[config.mk]
export PLATFORM = sky130hd
export DESIGN_NAME = priority_scan_encoder_flat
export DESIGN_NICKNAME = d
export VERILOG_FILES = /design/src/rtl/priority_scan_encoder_if.sv /design/src/rtl/priority_scan_encoder.sv /design/src/flat_wrapper.sv
export SDC_FILE = /design/constraint.sdc
export NUM_CORES = 2
export LEC_CHECK = 0
export CORE_MARGIN = 5
export CORE_UTILIZATION = 30
export CTS_BUF_LIST = sky130_fd_sc_hd__clkbuf_4
export DETAILED_ROUTE_END_ITERATION = 8
export SLEW_MARGIN = 30
export SYNTH_ARGS = -nofsm -noshare
export SYNTH_HDL_FRONTEND = slang
export SYNTH_SLANG_ARGS = --single-unit
[constraint.sdc]
create_clock -name clk -period 3.8 [get_ports clk]
set_input_delay 0.57 -clock clk [delete_from_list [all_inputs] [get_ports clk]]
set_output_delay 0.57 -clock clk [all_outputs]
set_load 0.02 [all_outputs]
[src/rtl/priority_scan_encoder_if.sv]
// priority_scan_encoder_if -- handshake bundle for the priority scan encoder.
//   in_valid/in_ready/in_vec : vector load handshake (producer -> block)
//   abort                    : synchronous scan cancel
//   out_valid/out_ready      : index stream handshake (block -> consumer)
//   out_index/out_last/out_remaining : current winner, final flag, pending count
//   zero_pulse               : one-cycle flag, accepted vector was empty
// The block itself connects through the slave modport; master is the
// producer/consumer side.
interface priority_scan_encoder_if #(
    parameter int WIDTH = 256,
    parameter int IDXW  = $clog2(WIDTH)
);
    logic             in_valid;
    logic             in_ready;
    logic [WIDTH-1:0] in_vec;
    logic             abort;
    logic             out_valid;
    logic             out_ready;
    logic [IDXW-1:0]  out_index;
    logic             out_last;
    logic [IDXW:0]    out_remaining;
    logic             zero_pulse;

    modport slave (
        input  in_valid, in_vec, abort, out_ready,
        output in_ready, out_valid, out_index, out_last, out_remaining, zero_pulse
    );

    modport master (
        output in_valid, in_vec, abort, out_ready,
        input  in_ready, out_valid, out_index, out_last, out_remaining, zero_pulse
    );
endinterface

[src/rtl/priority_scan_encoder.sv]
// priority_scan_encoder -- accepts a request vector and emits the index of
// every set bit, one per accepted output beat, in priority order (highest
// index first when MSB_FIRST=1, lowest first otherwise).
//   clk   : single clock, rising edge
//   rst_n : asynchronous active-low reset
//   bus   : priority_scan_encoder_if.slave (load handshake, abort,
//           index stream, remaining count, zero_pulse)
module priority_scan_encoder #(
    parameter int WIDTH     = 256,
    parameter int IDXW      = $clog2(WIDTH),
    parameter bit MSB_FIRST = 1'b1
) (
    input  logic                    clk,
    input  logic                    rst_n,
    priority_scan_encoder_if.slave  bus
);
    typedef enum logic {IDLE, SCAN} state_t;

    state_t           state;
    logic             alive;       // 0 until the first edge after reset release
    logic [WIDTH-1:0] pending;
    logic [WIDTH-1:0] win_onehot;
    logic [WIDTH-1:0] pending_nxt;
    logic [IDXW-1:0]  out_index_q;
    logic             out_last_q;
    logic [IDXW:0]    remaining_q;
    logic             zero_pulse_q;

    // Winner of a vector: last hit in the scan direction wins.
    function automatic logic [IDXW-1:0] pick(input logic [WIDTH-1:0] v);
        logic [IDXW-1:0] r;
        r = '0;
        if (MSB_FIRST) begin
            for (int i = 0; i < WIDTH; i++) if (v[i]) r = IDXW'(i);
        end else begin
            for (int i = WIDTH - 1; i >= 0; i--) if (v[i]) r = IDXW'(i);
        end
        return r;
    endfunction

    function automatic logic [IDXW:0] popcount(input logic [WIDTH-1:0] v);
        logic [IDXW:0] c;
        c = '0;
        for (int i = 0; i < WIDTH; i++) c = c + (IDXW+1)'(v[i]);
        return c;
    endfunction

    // out_index is registered and always names the current winner in SCAN,
    // so the bit to clear on a handshake is just its one-hot decode.
    always_comb begin
        win_onehot = '0;
        win_onehot[out_index_q] = 1'b1;
        pending_nxt = pending & ~win_onehot;
    end

    always_ff @(posedge clk or negedge rst_n) begin
        if (!rst_n) begin
            state        <= IDLE;
            alive        <= 1'b0;
            pending      <= '0;
            out_index_q  <= '0;
            out_last_q   <= 1'b0;
            remaining_q  <= '0;
            zero_pulse_q <= 1'b0;
        end else begin
            alive        <= 1'b1;
            zero_pulse_q <= 1'b0;
            case (state)
                IDLE: begin
                    // abort in IDLE suppresses the load
                    if (bus.in_valid && alive && !bus.abort) begin
                        pending     <= bus.in_vec;
                        remaining_q <= popcount(bus.in_vec);
                        if (bus.in_vec == '0) begin
                            zero_pulse_q <= 1'b1;
                        end else begin
                            state       <= SCAN;
                            out_index_q <= pick(bus.in_vec);
                            out_last_q  <= (popcount(bus.in_vec) == (IDXW+1)'(1));
                        end
                    end
                end
                SCAN: begin
                    if (bus.abort) begin
                        // beat presented this cycle is dropped, not delivered
                        state       <= IDLE;
                        pending     <= '0;
                        remaining_q <= '0;
                        out_last_q  <= 1'b0;
                    end else if (bus.out_ready) begin
                        pending     <= pending_nxt;
                        remaining_q <= remaining_q - 1'b1;
                        out_index_q <= pick(pending_nxt);
                        out_last_q  <= (remaining_q == (IDXW+1)'(2));
                        if (remaining_q == (IDXW+1)'(1)) begin
                            state      <= IDLE;
                            out_last_q <= 1'b0;
                        end
                    end
                end
                default: state <= IDLE;
            endcase
        end
    end

    assign bus.in_ready      = alive && (state == IDLE);
    assign bus.out_valid     = (state == SCAN);
    assign bus.out_index     = out_index_q;
    assign bus.out_last      = out_last_q;
    assign bus.out_remaining = remaining_q;
    assign bus.zero_pulse    = zero_pulse_q;
endmodule

[src/flat_wrapper.sv]
// flat-port wrapper written by rule: the top's interface ports become plain ports
module priority_scan_encoder_flat 
#(
    parameter int WIDTH     = 256,
    parameter int IDXW      = $clog2(WIDTH),
    parameter bit MSB_FIRST = 1'b1
)
  (clk, rst_n, bus_in_valid, bus_in_vec, bus_abort, bus_out_ready, bus_in_ready, bus_out_valid, bus_out_index, bus_out_last, bus_out_remaining, bus_zero_pulse);
  priority_scan_encoder_if #(.WIDTH(WIDTH), .IDXW(IDXW)) bus_i ();
  input  logic clk;
  input  logic rst_n;
  input wire logic [$bits(bus_i.in_valid)-1:0] bus_in_valid;
  input wire logic [$bits(bus_i.in_vec)-1:0] bus_in_vec;
  input wire logic [$bits(bus_i.abort)-1:0] bus_abort;
  input wire logic [$bits(bus_i.out_ready)-1:0] bus_out_ready;
  output wire logic [$bits(bus_i.in_ready)-1:0] bus_in_ready;
  output wire logic [$bits(bus_i.out_valid)-1:0] bus_out_valid;
  output wire logic [$bits(bus_i.out_index)-1:0] bus_out_index;
  output wire logic [$bits(bus_i.out_last)-1:0] bus_out_last;
  output wire logic [$bits(bus_i.out_remaining)-1:0] bus_out_remaining;
  output wire logic [$bits(bus_i.zero_pulse)-1:0] bus_zero_pulse;
  assign bus_i.in_valid = bus_in_valid;
  assign bus_i.in_vec = bus_in_vec;
  assign bus_i.abort = bus_abort;
  assign bus_i.out_ready = bus_out_ready;
  assign bus_in_ready = bus_i.in_ready;
  assign bus_out_valid = bus_i.out_valid;
  assign bus_out_index = bus_i.out_index;
  assign bus_out_last = bus_i.out_last;
  assign bus_out_remaining = bus_i.out_remaining;
  assign bus_zero_pulse = bus_i.zero_pulse;
  priority_scan_encoder #(.WIDTH(WIDTH), .IDXW(IDXW), .MSB_FIRST(MSB_FIRST)) u_core (.clk(clk), .rst_n(rst_n), .bus(bus_i));
endmodule
== Word-level counts from Yosys, hierarchy flattened ==
Index checks and enable logic that the tools add are counted.

* Output and inout port bits: 21
* Bits in registers: 277
* Input port bits: 261
* Logic and storage cells: 825

* Add/sub/neg operators: 256
* Equal/unequal tests: 8
* Bitwise operators: 3
* Reductions and logical operators: 9
* Multiplexer cells: 540
* Magnitude comparators: 2

{| class="wikitable"
|+ Operator list
! kind !! count
|-
| 9-bit by 1-bit adder with 9-bit output || 254
|-
| 8-bit 2-to-1 mux || 260
|-
| 7-bit 2-to-1 mux || 128
|-
| 256-bit 2-to-1 mux || 3
|-
| 256-bit one-hot mux with 2 select lines || 1
|-
| 6-bit 2-to-1 mux || 64
|-
| 256-bit AND || 1
|-
| 256-bit logical NOT || 1
|-
| 256-bit NOT || 1
|-
| 5-bit 2-to-1 mux || 32
|-
| 4-bit 2-to-1 mux || 16
|-
| 9-bit 2-to-1 mux || 3
|-
| 3-bit 2-to-1 mux || 8
|-
| 9-bit by 1-bit equality test with 1-bit output, second input constant || 2
|-
| 9-bit one-hot mux with 2 select lines || 1
|-
| 1-bit 2-to-1 mux || 16
|-
| 8-bit one-hot mux with 2 select lines || 1
|-
| 9-bit by 2-bit equality test with 1-bit output, second input constant || 1
|-
| 8-bit by 9-bit < comparator with 1-bit output, second input constant || 1
|-
| 9-bit by 1-bit subtractor with 9-bit output, second input constant || 1
|-
| 1-bit demux with 8-bit select || 1
|-
| 8-bit by 1-bit >= comparator with 1-bit output, second input constant || 1
|-
| 2-bit 2-to-1 mux || 4
|-
| 2-bit inequality test, second input constant || 3
|-
| other kinds (10) || 14
|}

== Depth between registers and ports, before layout ==
* Word-level depth: 264
* Gate-level depth with buffers: 30

== Worst setup path before layout ==
Ideal clock, no wire load.

* Path type: input -> register
* Start point: in bus_in_vec[222]
* End point: reg u_core.out_last_q, in the netlist u_core.bus.out_last
* Setup slack: -4,415 ps
* Data arrival time: 8,091 ps
* Cell stages on the path: 29
* Required time: 3,675 ps
* Library setup time: 125 ps
* Cells stage by stage: inv_1 > fa_1 > fa_1 > fa_1 > inv_1 > fa_1 > inv_1 > fa_1 > fa_1 > fa_1 > inv_1 > fa_1 > inv_1 > fa_1 > fa_1 > fa_1 > fa_1 > inv_1 > fa_1 > a21o_1 > a21oi_1 > nor2b_1 > o21ai_0 > nand2b_1 > xor2_1 > nor2_1 > o21ai_0 > o21ai_0 > mux2_2

* Cells in the longest elaborated chain, start to end: 38
* Elaborated cells between the ends (all ways): 41

{| class="wikitable"
|+ RTL lines
! what !! line !! RTL
|-
| start, declared || flat_wrapper.sv:13 || <nowiki>input wire logic [$bits(bus_i.in_vec)-1:0] bus_in_vec;</nowiki>
|-
| 9-bit by 1-bit adder with 9-bit output (34 in series) || priority_scan_encoder.sv:44 || <nowiki>for (int i = 0; i < WIDTH; i++) c = c + (IDXW+1)'(v[i]);</nowiki>
|-
| 9-bit by 1-bit equality test with 1-bit output || priority_scan_encoder.sv:79 || <nowiki>out_last_q <= (popcount(bus.in_vec) == (IDXW+1)'(1));</nowiki>
|-
| 1-bit 2-to-1 mux || priority_scan_encoder.sv:74 || <nowiki>if (bus.in_vec == '0) begin</nowiki>
|-
| 1-bit 2-to-1 mux || priority_scan_encoder.sv:71 || <nowiki>if (bus.in_valid && alive && !bus.abort) begin</nowiki>
|-
| 1-bit one-hot mux with 2 select lines || priority_scan_encoder.sv:68 || <nowiki>case (state)</nowiki>
|-
| end signal, assigned || priority_scan_encoder.sv:79 ||
|-
| end signal, assigned || priority_scan_encoder.sv:94 || <nowiki>out_last_q <= (remaining_q == (IDXW+1)'(2));</nowiki>
|-
| end, declared || priority_scan_encoder.sv:25 || <nowiki>logic out_last_q;</nowiki>
|}

Parallel ways exist; a longest one is shown, timed or not. The select of a mux whose other input is x is not followed.
A chain may end at the register's enable or synchronous reset.

== Worst setup path in the final report ==
* Start point: in bus_in_vec[239]
* End point: reg u_core.remaining_q[6], in the netlist u_core.bus.out_remaining[6]

* Cells in the longest elaborated chain, start to end: 19

{| class="wikitable"
|+ RTL lines
! what !! line !! RTL
|-
| 9-bit by 1-bit adder with 9-bit output (17 in series) || priority_scan_encoder.sv:44 ||
|-
| 9-bit 2-to-1 mux || priority_scan_encoder.sv:71 ||
|-
| 9-bit one-hot mux with 2 select lines || priority_scan_encoder.sv:68 ||
|-
| end signal, assigned || priority_scan_encoder.sv:73 || <nowiki>remaining_q <= popcount(bus.in_vec);</nowiki>
|-
| end signal, assigned || priority_scan_encoder.sv:92 || <nowiki>remaining_q <= remaining_q - 1'b1;</nowiki>
|-
| end, declared || priority_scan_encoder.sv:26 || <nowiki>logic [IDXW:0] remaining_q;</nowiki>
|}

Every way passes these cells. The select of a mux whose other input is x is not followed.

==> results.py <==
metrics = {
    "run_status": {
        "status": "finished, violations left",
        "violations": "negative hold slack, negative setup slack",
    },
    "die": {
        "die-width_um": 314,
        "coreArea_sq_um": 91700,
        "io_pins": 282,
        "row_count": 111,
        "die-area_sq_um": 98500,
        "die_y_um": 314,
        "start_util_pct": 30.2,
    },
    "critical_path": {
        "crit_type": "primary input to register",
        "r2r_end": "u_core.bus.out_index[0]",
        "worst_path_most_repeated_cell": "fa_1",
        "crit_fanout": 3,
        "ff2ff_path_depth": 13,
        "cp.required_ns": 4.52,
        "max_stage_delay_ns": 0.67,
        "critPathCaptureType": "register",
        "arrival_ns": 8.65,
        "r2r-start": "u_core.bus.out_index[3]",
        "r2r_setup_slack_ns": -0.01,
        "cpMaxStageDelayCell": "fa_2",
        "cp-start-kind": "primary input",
    },
    "cells_and_area": {
        "synthToLayoutAreaGrowth_pct": 38.8,
        "finalNetCount": 4886,
        "utilization_pct": 41.9,
        "layout.cells.non_filler": 5576,
        "drive_gt1_share_pct": 24.7,
        "fin_area_sq_um": 38400,
    },
    "yosys": {
        "ys_top_cells_by_area": "dfrtp_1 (25%), fa_1 (17%), o21ai_0 (9.1%)",
        "synth_area_sq_um": 27700,
        "synth_top_area_share_pct": 24.9,
        "synth_edf_count": 0,
        "syn_nets": 3978,
        "synthArstFlopShare_pct": 100,
        "synth-seq-area-share_pct": 24.9,
        "avgSynthCellArea_sq_um": 8.07,
        "synth-seq-cells": 276,
        "synthTopCellsByCount": "o21ai_0 (501), inv_1 (413), nor2_1 (305), dfrtp_1 (276), nand2_1 (261)",
        "yosysMostFrequentCell": "o21ai_0",
        "synth.largest_area_cell": "dfrtp_1",
        "synth_cells": 3431,
        "ys_types": 88,
        "ys_warn_count": 0,
        "synth_flop_cell": "dfrtp_1",
    },
    "sta": {
        "max_freq_ghz": 0.126,
        "rsz0062_at_grt": "true",
        "finalCriticalPeriod_ns": 7.93,
        "fin_crit_sh_pct": 209,
        "fin_ws_ns": -4.13,
        "holdWs_ns": -0.00421,
        "slew_headroom_pct": 43.7,
        "tightest_slew_ns": 0.834,
        "skew_ns": 0.0890,
        "finalHoldViolCount": 1,
        "slew_viol_final": 0,
        "setup_viol": 11,
    },
    "placed_design": {
        "dpl_cell_area_sq_um": 37200,
        "gp_congestion": 1.05,
        "dp_slack_ns": -5.40,
        "dp_hpwl_um": 121000,
        "dp_cells": 5420,
        "port_buffers": 281,
    },
    "routing": {
        "wl_per_cell_um": 27.0,
        "drt_iter0_drc": 3879,
        "wirelength_um": 150000,
        "ant_nets": 0,
        "drc": 0,
        "via_per_inst": 5.78,
        "first_pass_iters": 6,
        "vias": 32226,
    },
    "clocking": {
        "cts.sinks": 276,
        "cts-buffers-inserted": 87,
        "cts_tree": "done",
        "clockBufferDepth": 3,
        "htreeDepth": 3,
        "root_buffer": "clkbuf_4",
        "clkTransAtPathRegs_ns": 0.07,
        "clk_latency_ns": 0.90,
    },
    "global_route": {
        "overflow": 0,
        "grt_pass1_wl_um": 215000,
        "grt_usage_pct": 29.4,
        "first_global_vias": 31307,
        "grt_start_max_net_pins": 92,
        "antenna_found_initial": 6,
    },
    "hold_path": {
        "min_to": "u_core.pending[132]",
        "holdPathStages": 3,
        "hp-class": "primary input to register",
        "min_from": "bus_in_vec[132]",
    },
    "pwr": {
        "p_leak_uw": 0.0168,
        "netSwitchingFraction_pct": 49.0,
        "combPwrFrac_pct": 85.5,
        "p_sw_uw": 24900,
        "powerDensity_nw_per_um2": 1320,
        "finalPower_uw": 50900,
        "internal_power_uw": 26000,
        "power_frac_clock_pct": 6.1,
        "ir_worst_vdd_v": 0.00552,
        "seq_power_share_pct": 8.4,
    },
    "run": {
        "cap_violations": 0,
    },
}
-- flip-flops by register name, indices dropped and copies added, names as in the netlist --
| signal | cells |
|---|---|
| u_core.alive | 1 |
| u_core.bus.out_index | 8 |
| u_core.bus.out_last | 1 |
| u_core.bus.out_remaining | 9 |
| u_core.bus.out_valid | 1 |
| u_core.bus.zero_pulse | 1 |
| u_core.pending | 255 |
-- how the worst max path moves through the flow --
| stage | end | from | depth (start not counted) |
|---|---|---|---|
| detailed placement | u_core.bus.out_remaining[6] | bus_in_vec[134] | 29 |
| CTS | u_core.bus.out_remaining[6] | bus_in_vec[156] | 29 |
| global placement | u_core.bus.out_last | bus_in_vec[134] | 30 |
| floorplan | u_core.bus.out_last | bus_in_vec[150] | 29 |
| global route | u_core.bus.out_remaining[6] | bus_in_vec[174] | 29 |
| finish | u_core.bus.out_remaining[6] | bus_in_vec[239] | 26 |
-- layout make-up --
cell class	count	area [sq um]
fillers	9409	53200
multi-input cells	2548	18700
repair buffers	1013	8700
flip-flops and latches	276	6910
inverters	413	1570
well taps	1186	1480
clock buffers	114	856
clock inverters	24	168
diodes	2	5.00
-- critical path, delay by kind of cell --
family,cells,cell delay (ns)
simple gates,2,0.19
fa+ha+maj,12,5.74
buf+inv,6,1.07
compound gates,5,0.89
xor+xnor,1,0.18
-- power by group through the flow --
stage	combinational (uW)	clock, uW	sequential, uW
finish	43500	3120	4260
detailed placement	37500	0	4260
floorplan	27300	0	4170
global route	46300	3300	4320
CTS	41200	3160	4220
global placement	37300	0	4240
-- per-stage QoR --
step	hold WS, ns	TNS, ns
final	-0.00421	-36.74
after global routing	0.0339	-38.10
after CTS	0.0131	-35.77
after detailed placement	0.465	-51.83
after global placement	0.456	-51.77
after floorplan	0.274	-37.17
-- cell usage in the layout, fill, tap and decap left out, drive strengths merged, types with 12 or more instances in the layout --
master and n:
buf 773, o21ai 585, inv 411, nor2 306, dfrtp 276, nand2 261, fa 242, clkdlybuf4s50 149
o21a 126, clkbuf 123, a21oi 110, o221ai 93, nand4 79, nor4 76, nor3 76, a22o 75
dlygate4sd2 59, nand3 52, ha 44, or4 36, nand2b 34, a31oi 33, o211ai 28, clkinv 19
o31ai 18, a211oi 17, nor2b 16, nand4b 15, a2111oi 15, a21boi 15, o2111ai 14, clkdlybuf4s15 14
or3 13, nand4bb 12, o21bai 12, and2 12, a221oi 12
-- what timing repair did --
item	in CTS	in global routing
setup buffers	5	9
hold buffers	3	0
pin swaps	99	38
endpoints found under the setup margin	13	17
gates resized for setup	370	86
hold endpoints to repair	74	0
-- routing by layer --
layer | GRT usage, % | vias to the layer above | wire [um]
met1 | 37.2 | 15785 | 57500
met4 | 19.2 | 2 | 11900
li1 | - | 14147 | -
met5 | 0 | - | 7
met2 | 45.2 | 1861 | 66000
met3 | 6.77 | 431 | 14900
-- cells by family after synthesis --
family	Yosys count	synth area share [%]
flops	276	24.9
compound gates	1238	28.7
xor+xnor	5	0.158
mux	1	0.0407
other cells	1	0.0135
fa+ha+maj	286	19.5
simple gates	1017	18.2
buf+inv	607	8.44
(Power assumes the default switching activity.)
